[src/rtl/lfsr_bank_pkg.sv]
// Shared types, default maximal-length tap masks and the LFSR step function
// used by every channel of the bank.
package lfsr_bank_pkg;

    localparam int MAX_W = 32;

    // Maximal-length XNOR tap masks for W = 3..16 (bit k set: state[k] feeds the XNOR).
    // Each set includes bit 0 so the oldest sequence bit is always part of the recurrence.
    localparam logic [15:0] DEFAULT_TAPS [3:16] = '{
        16'h0003, 16'h0003, 16'h0005, 16'h0003, 16'h0003, 16'h001D, 16'h0011,
        16'h0009, 16'h0005, 16'h0941, 16'h1601, 16'h2A01, 16'h0003, 16'h100B
    };

    typedef struct packed {
        logic [MAX_W-1:0] next_state;
        logic             lockup;
    } lfsr_step_t;

    // One Fibonacci step over the low 'width' bits: feedback enters the MSB,
    // everything else shifts right. All-ones is the XNOR dead state, so it is
    // forced to all-zeros and reported.
    function automatic lfsr_step_t lfsr_next(input logic [MAX_W-1:0] state,
                                             input logic [MAX_W-1:0] taps,
                                             input int width);
        lfsr_step_t       r;
        logic [MAX_W-1:0] mask;
        logic             fb;
        for (int i = 0; i < MAX_W; i++) begin
            mask[i] = (i < width);
        end
        fb = ~^(state & taps & mask);
        r.next_state = '0;
        r.lockup     = 1'b0;
        for (int i = 0; i < MAX_W - 1; i++) begin
            if (i + 1 < width) begin
                r.next_state[i] = state[i + 1];
            end
        end
        for (int i = 0; i < MAX_W; i++) begin
            if (i == width - 1) begin
                r.next_state[i] = fb;
            end
        end
        if ((state & mask) == mask) begin
            r.next_state = '0;
            r.lockup     = 1'b1;
        end
        return r;
    endfunction

endpackage

[src/rtl/lfsr_bank_if.sv]
// Control/status bundle between the game logic and the LFSR bank.
interface lfsr_bank_if #(
    parameter int W      = 4,
    parameter int NUM_CH = 1
);
    logic                hold;
    logic                step_req;
    logic                seed_load;
    logic [W-1:0]        seed_in;
    logic [NUM_CH*W-1:0] out;
    logic                step_o;
    logic                lockup_o;

    modport master (
        output hold, step_req, seed_load, seed_in,
        input  out, step_o, lockup_o
    );

    modport slave (
        input  hold, step_req, seed_load, seed_in,
        output out, step_o, lockup_o
    );
endinterface

[src/rtl/lfsr_bank_core.sv]
// One LFSR channel: holds its state and a sticky lock-up flag.
module lfsr_bank_core
    import lfsr_bank_pkg::*;
#(
    parameter int           W    = 4,
    parameter logic [W-1:0] TAPS = W'(4'b1001)
) (
    input  logic         clk,
    input  logic         reset,
    input  logic         step,
    input  logic         load,
    input  logic [W-1:0] load_val,
    input  logic [W-1:0] reset_val,
    output logic [W-1:0] state,
    output logic         lockup
);

    logic [W-1:0] state_reg, state_next;
    logic         lockup_reg, lockup_next;
    lfsr_step_t   step_res;
    logic         unused_step_bits;

    assign step_res         = lfsr_next(MAX_W'(state_reg), MAX_W'(TAPS), W);
    assign unused_step_bits = ^step_res.next_state;

    // Load beats step; the lock-up flag only clears on load (or reset).
    always_comb begin
        state_next  = state_reg;
        lockup_next = lockup_reg;
        if (load) begin
            state_next  = load_val;
            lockup_next = 1'b0;
        end else if (step) begin
            state_next  = step_res.next_state[W-1:0];
            lockup_next = lockup_reg | step_res.lockup;
        end
    end

    // State and flag registers.
    always_ff @(posedge clk) begin
        if (reset) begin
            state_reg  <= reset_val;
            lockup_reg <= 1'b0;
        end else begin
            state_reg  <= state_next;
            lockup_reg <= lockup_next;
        end
    end

    assign state  = state_reg;
    assign lockup = lockup_reg;

endmodule

[src/rtl/lfsr_bank.sv]
// Bank of NUM_CH XNOR LFSRs advancing together on a shared prescaler tick,
// with hold, single-step request and runtime seed load.
module lfsr_bank
    import lfsr_bank_pkg::*;
#(
    parameter int           W      = 4,
    parameter logic [W-1:0] TAPS   = W'(4'b1001),
    parameter int           PERIOD = 3200,
    parameter int           NUM_CH = 1,
    parameter logic [W-1:0] SEED   = '0
) (
    input  logic        clk,
    input  logic        reset,
    lfsr_bank_if.slave  bus
);

    localparam int               CNT_W    = $clog2(PERIOD + 1);
    localparam logic [CNT_W-1:0] CNT_LAST = CNT_W'(PERIOD - 1);

    if (TAPS == '0) begin : g_bad_taps
        $error("lfsr_bank: TAPS must be non-zero");
    end
    if (PERIOD < 1) begin : g_bad_period
        $error("lfsr_bank: PERIOD must be at least 1");
    end
    if (W < 2 || W > MAX_W) begin : g_bad_width
        $error("lfsr_bank: W must be in 2..32");
    end
    if (NUM_CH < 1 || NUM_CH > 8) begin : g_bad_nch
        $error("lfsr_bank: NUM_CH must be in 1..8");
    end

    logic [CNT_W-1:0]    cnt_reg, cnt_next;
    logic                step_o_reg, step_o_next;
    logic                step_fire;
    logic [NUM_CH*W-1:0] out_bus;
    logic [NUM_CH-1:0]   lock_vec;

    // Prescaler and step decision: seed_load > step_req > hold > count.
    // A step_req coinciding with the terminal count is one step, not two.
    always_comb begin
        cnt_next    = cnt_reg;
        step_o_next = 1'b0;
        step_fire   = 1'b0;
        if (bus.seed_load) begin
            cnt_next = '0;
        end else if (bus.step_req) begin
            step_fire   = 1'b1;
            step_o_next = 1'b1;
            cnt_next    = '0;
        end else if (bus.hold) begin
            cnt_next = cnt_reg;
        end else if (cnt_reg == CNT_LAST) begin
            step_fire   = 1'b1;
            step_o_next = 1'b1;
            cnt_next    = '0;
        end else begin
            cnt_next = cnt_reg + CNT_W'(1);
        end
    end

    // Prescaler count and the registered "new values valid" pulse.
    always_ff @(posedge clk) begin
        if (reset) begin
            cnt_reg    <= '0;
            step_o_reg <= 1'b0;
        end else begin
            cnt_reg    <= cnt_next;
            step_o_reg <= step_o_next;
        end
    end

    for (genvar gi = 0; gi < NUM_CH; gi++) begin : g_ch
        lfsr_bank_core #(
            .W    (W),
            .TAPS (TAPS)
        ) u_core (
            .clk       (clk),
            .reset     (reset),
            .step      (step_fire),
            .load      (bus.seed_load),
            .load_val  (bus.seed_in ^ W'(gi)),
            .reset_val (SEED ^ W'(gi)),
            .state     (out_bus[gi*W +: W]),
            .lockup    (lock_vec[gi])
        );
    end

    assign bus.out      = out_bus;
    assign bus.step_o   = step_o_reg;
    assign bus.lockup_o = |lock_vec;

endmodule

[src/flat_wrapper.sv]
// flat-port wrapper written by rule: the top's interface ports become plain ports
module lfsr_bank_flat import lfsr_bank_pkg::*;
#(
    parameter int           W      = 4,
    parameter logic [W-1:0] TAPS   = W'(4'b1001),
    parameter int           PERIOD = 3200,
    parameter int           NUM_CH = 1,
    parameter logic [W-1:0] SEED   = '0
)
  (clk, reset, bus_hold, bus_step_req, bus_seed_load, bus_seed_in, bus_out, bus_step_o, bus_lockup_o);
  lfsr_bank_if #(.W(W), .NUM_CH(NUM_CH)) bus_i ();
  input  logic clk;
  input  logic reset;
  input wire logic [$bits(bus_i.hold)-1:0] bus_hold;
  input wire logic [$bits(bus_i.step_req)-1:0] bus_step_req;
  input wire logic [$bits(bus_i.seed_load)-1:0] bus_seed_load;
  input wire logic [$bits(bus_i.seed_in)-1:0] bus_seed_in;
  output wire logic [$bits(bus_i.out)-1:0] bus_out;
  output wire logic [$bits(bus_i.step_o)-1:0] bus_step_o;
  output wire logic [$bits(bus_i.lockup_o)-1:0] bus_lockup_o;
  assign bus_i.hold = bus_hold;
  assign bus_i.step_req = bus_step_req;
  assign bus_i.seed_load = bus_seed_load;
  assign bus_i.seed_in = bus_seed_in;
  assign bus_out = bus_i.out;
  assign bus_step_o = bus_i.step_o;
  assign bus_lockup_o = bus_i.lockup_o;
  lfsr_bank #(.W(W), .TAPS(TAPS), .PERIOD(PERIOD), .NUM_CH(NUM_CH), .SEED(SEED)) u_core (.clk(clk), .reset(reset), .bus(bus_i));
endmodule
[config.mk]
export PLATFORM = sky130hd
export DESIGN_NAME = lfsr_bank_flat
export DESIGN_NICKNAME = d
export VERILOG_FILES = /design/src/rtl/lfsr_bank_pkg.sv /design/src/rtl/lfsr_bank_if.sv /design/src/rtl/lfsr_bank_core.sv /design/src/rtl/lfsr_bank.sv /design/src/flat_wrapper.sv
export SDC_FILE = /design/constraint.sdc
export NUM_CORES = 1
export LEC_CHECK = 0
export CELL_PAD_IN_SITES_DETAIL_PLACEMENT = 1
export CELL_PAD_IN_SITES_GLOBAL_PLACEMENT = 2
export CORE_ASPECT_RATIO = 1.25
export CORE_MARGIN = 4
export CORE_UTILIZATION = 34
export CTS_CLUSTER_DIAMETER = 30
export CTS_CLUSTER_SIZE = 28
export DETAILED_ROUTE_END_ITERATION = 8
export PLACE_DENSITY_LB_ADDON = 0.12
export SETUP_SLACK_MARGIN = 0.1
export SLEW_MARGIN = 30
export SYNTH_ARGS = -nofsm -noshare
export SYNTH_HDL_FRONTEND = slang
export SYNTH_SLANG_ARGS = --single-unit
[constraint.sdc]
create_clock -name clk -period 3.09 [get_ports clk]
set_input_delay 0.309 -clock clk [delete_from_list [all_inputs] [get_ports clk]]
set_output_delay 0.309 -clock clk [all_outputs]
set_load 0.02 [all_outputs]
# == After elaboration in Yosys (flattened, before gate mapping) ==
# Index checks and enable logic that the tools add are counted.
# op_classes
n_addsub,1
n_eq_ne,2
n_mux,8
bitwise,1
reduce_logical,4
# ops
op,n
32-bit XNOR reduction,1
"12-bit by 1-bit adder with 12-bit output, second input constant",1
"12-bit == test, second input constant",1
12-bit 2-to-1 mux,1
4-bit 2-to-1 mux,2
5-bit 2-to-1 mux,1
"4-bit == test, second input constant",1
1-bit 2-to-1 mux,4
3-bit OR reduction,1
2-bit nonzero test,1
2-bit OR reduction,1
1-bit OR,1
# totals
reg_bits,18
inputBits,9
out_inout_bits,6
word_cells,20

# == Longest topological paths before layout ==
# logic_depth
depth_word,7
mapped_depth,8
mapped_depth_nobuf,5

# == Hierarchy ==
# Synthesis repeated with hierarchy kept, for this count alone.
# hier_totals
cells_unflattened,97
area_unflattened_um2,935.9
# by_module_without_submodules
module,instances,cells_each,area_per_inst_um2,seq_area_each_um2
lfsr_bank,1,68,654.4,260.2
lfsr_bank_core,1,29,281.5,140.1

# == Worst setup path before layout ==
# Ideal clock, no wire load.
# synth_path
path_kind,flip-flop to flip-flop
startpoint,register u_core.cnt_reg[0]
endpoint,register u_core.g_ch[0].u_core.state_reg[1]
setup_time_ns,0.103
t_arrival_ns,1.462
t_required_ns,2.987
slack_ns,1.524
stages_incl_launch_ff,8
path_buffers,2
period_less_slack_ns,1.566
cell_sequence,dfxtp_1 ha_1 and4b_1 buf_6 a41oi_4 buf_6 a211oi_2 a2111oi_2
# synth_via
elab_chain_cells,6
# synth_lines
element,line_no,text
from (decl),lfsr_bank.sv:33,"logic [CNT_W-1:0] cnt_reg, cnt_next;"
from (signal assigned),lfsr_bank.sv:68,cnt_reg <= cnt_next;
12-bit == test,lfsr_bank.sv:53,end else if (cnt_reg == CNT_LAST) begin
1-bit 2-to-1 mux,lfsr_bank.sv:53,
1-bit 2-to-1 mux,lfsr_bank.sv:51,end else if (bus.hold) begin
1-bit 2-to-1 mux,lfsr_bank.sv:47,end else if (bus.step_req) begin
1-bit 2-to-1 mux,--,
2-bit nonzero test (no line),--,
to (signal assigned),lfsr_bank_core.sv:42,state_reg <= reset_val;
to (signal assigned),lfsr_bank_core.sv:45,state_reg <= state_next;
to (decl),lfsr_bank_core.sv:18,"logic [W-1:0] state_reg, state_next;"
# No other way between the ends.
# A chain may end at the register's enable or synchronous reset.

# == Worst setup path in the final report ==
# layout_path
startpoint,input port bus_hold
endpoint,register u_core.g_ch[0].u_core.state_reg[0]
# layout_via
elab_chain_cells,4
# layout_lines
element,line_no,text
from (decl),flat_wrapper.sv:14,input wire logic [$bits(bus_i.hold)-1:0] bus_hold;
1-bit 2-to-1 mux,lfsr_bank.sv:51,
1-bit 2-to-1 mux,lfsr_bank.sv:47,
1-bit 2-to-1 mux,--,
2-bit nonzero test (no line),--,
# No other way between the ends.

==> metrics.txt <==
status=completed; Routed WL=1780 µm; Max clock buf depth=2; Worst Max-Slew Pin Slew=0.448 ns; port buffer count=14; fraction of layout instances using a drive strength above 1=8.65%; Fin. Hold Viols=0; unrepaired setup endpoints after global routing=no; main combinational cell family by area after synthesis=simple AND/OR/NAND/NOR gates; hold buffers post-CTS=0; Setup-failing EPs final=0; min Tclk post-route=1.81 ns; YS warnings=0; Post-Syn Area=897 µm²; syn nets=103; R2R Path End=u_core.g_ch[0].u_core.state[0]; Cell Rows=20; Layout area overhead=17.4%; cts bufs inserted=3; synth unique cells=33; Arrival @ worst endpoint=1.99 ns; initial core utilization=36.2%; Slew Limit Fails=0; Die ar.=0.00353 mm²; fin cells=137; CP endpoint kind=flip-flop; commonest non-fill, non-tap cells in the layout=18 x dfxtp_1, 17 x nor2_1, 14 x clkdlybuf4s50_1; CP max FO=11; die height=65.4 µm; Final GP Congestion=0.724; post-synthesis sequential area ratio=40.2%; Post-Synthesis Cells=93; CTS Sinks=18; mux cell area share after synthesis=1.12%; Min-Delay Path Class=flip-flop to flip-flop; area of the core=0.00248 mm²; Tot Pwr=417 µW; Synth Area in Simple Gates=25.5%; DR DRC count=0; Post-DP HPWL=1350 µm; first-pass GRT wire length=3220 µm; Fmax=552 MHz; Setup crit end=u_core.g_ch[0].u_core.state[0]; static leakage=0.000361 µW; skew final=0.000887 ns; DP Cell Count=134; Routed WL per cell=13.0 µm; Max-Cap Viols=0; Final #Nets=116; Largest register FFs=12; commonest non-fill, non-tap cell in the layout=dfxtp_1; drt initial violations=5; Remaining Overflow, GRT=0; reg-to-reg slack, setup=1.32 ns; placed inst area=0.00103 mm²; Total GRT Usage=12.5%; clock slew at reported path FFs=0.09 ns; TritonCTS clock tree=yes; critical path type=input pin to flip-flop; WP data required=3.26 ns; initial antenna violation count=0; later-pin clock latency in the skew report=0.28 ns; Worst VDD drop=0.000207 V; number of global-route vias before repair=732; Synth Area in Compound Gates=14.9%; Top-Level Pins=15; final worst-path cycle share=58.6%; DIE WIDTH=53.9 µm; r2r worst-path depth=5; synthesized flop and latch total=18; htree depth=1; crit path from=bus_hold; Startpoint Class=input pin; Synth Area in Adders=1.39%; n_diodes=0; Root Buffer=clkbuf_4; Vias=694; syn avg cell area=9.65 µm²; antenna-violating nets left=0; design area=0.00105 mm²; pin count of the biggest net entering global routing=15; XOR/XNOR Fraction of Synth Area=10.7%; Setup TNS Final=0 ns; Post-CTS Setup Bufs=0; PostCTS Resize Cnt=0; First-pass DRT Iterations=2; Worst slew margin=70.0%; RR Startpoint=u_core.cnt_reg[0]; PD cells=396 mW/mm²; vias per cell=5.07
-- synth_stat cells --
cell / count / area share [%]
a2111oi_2: 2 / 3.3
nor2b_1: 3 / 2.1
nor2_1: 17 / 7.1
a211oi_1: 1 / 0.84
dfxtp_1: 18 / 40
a21boi_0: 1 / 0.84
and4_1: 1 / 0.98
o21a_1: 1 / 0.84
o311ai_0: 1 / 0.98
nor4b_2: 1 / 1.7
nand2b_1: 1 / 0.70
a211oi_2: 1 / 1.4
and2_1: 1 / 0.70
mux2i_1: 1 / 1.1
inv_1: 2 / 0.84
and3_1: 1 / 0.70
o311ai_1: 1 / 0.98
nand4_1: 4 / 2.8
nor3_1: 2 / 1.1
a31oi_1: 1 / 0.70
and2b_1: 1 / 0.84
ha_1: 1 / 1.4
buf_6: 3 / 3.8
xor2_1: 8 / 7.8
buf_2: 2 / 1.1
o21bai_1: 1 / 0.84
and4b_1: 2 / 2.2
nand3_1: 7 / 3.9
a2111oi_1: 1 / 1.1
a41oi_4: 1 / 3.1
clkbuf_1: 1 / 0.42
nand2_2: 1 / 0.70
xnor2_1: 3 / 2.9
-- metal layers --
metal	vias to the layer above	part of all wire [%]	GRT usage [%]
li1	357	-	-
met1	322	41	13.7
met2	13	52	20.9
met3	2	5.3	5.67
met4	0	1.2	3.83
met5	-	0	0
-- critical path, cell delays in order --
cell,delay (ns)
clkdlybuf4s50_1,0.56
and4b_1,0.30
a41oi_4,0.39
a211oi_1,0.10
a2111oi_1,0.33
-- how the worst min path moves through the flow --
| stage | start | endpoint | depth (start not counted) |
|---|---|---|---|
| 2_1_floorplan | reset | u_core.g_ch[0].u_core.state[1] | 1 |
| 3_3_place_gp | u_core.g_ch[0].u_core.lockup | u_core.g_ch[0].u_core.lockup | 1 |
| 3_5_place_dp | u_core.g_ch[0].u_core.lockup | u_core.g_ch[0].u_core.lockup | 1 |
| 4_1_cts | u_core.g_ch[0].u_core.lockup | u_core.g_ch[0].u_core.lockup | 1 |
| 5_1_grt | u_core.g_ch[0].u_core.lockup | u_core.g_ch[0].u_core.lockup | 1 |
| 6_report | u_core.g_ch[0].u_core.lockup | u_core.g_ch[0].u_core.lockup | 1 |
-- power breakdown --
| part | total [µW] | internal, µW | switching [µW] |
|---|---|---|---|
| Combinational | 57.9 | 30.1 | 27.8 |
| Clock | 111 | 45.2 | 66.1 |
| Sequential | 248 | 238 | 10.2 |
-- cell type report --
class | instances | area [µm²]
fillers | 281 | 1420
multi-input cells | 67 | 482
flip-flops and latches | 18 | 360
repair buffers | 14 | 140
well taps | 33 | 41.3
clock buffers | 3 | 22.5
inverters | 2 | 7.51
-- stage by stage --
stage                     util (%)  setup slack (ns)  hold WS [ns]
after floorplan                  -              1.52         0.378
after global placement        41.6              1.01         0.453
after detailed placement      41.6             0.918         0.460
after CTS                     42.5              1.26         0.482
after global routing          42.5              1.13         0.524
final                         42.5              1.28         0.476
-- cell families after synthesis --
| family | count (synthesis) |
|---|---|
| adders and majority gates | 1 |
| and+or+nand+nor | 42 |
| xor gates and xnor gates | 11 |
| DFF | 18 |
| AOI/OAI and AO/OA | 12 |
| muxes | 1 |
| buffers and inverters | 8 |
(Power assumes the default switching activity.)
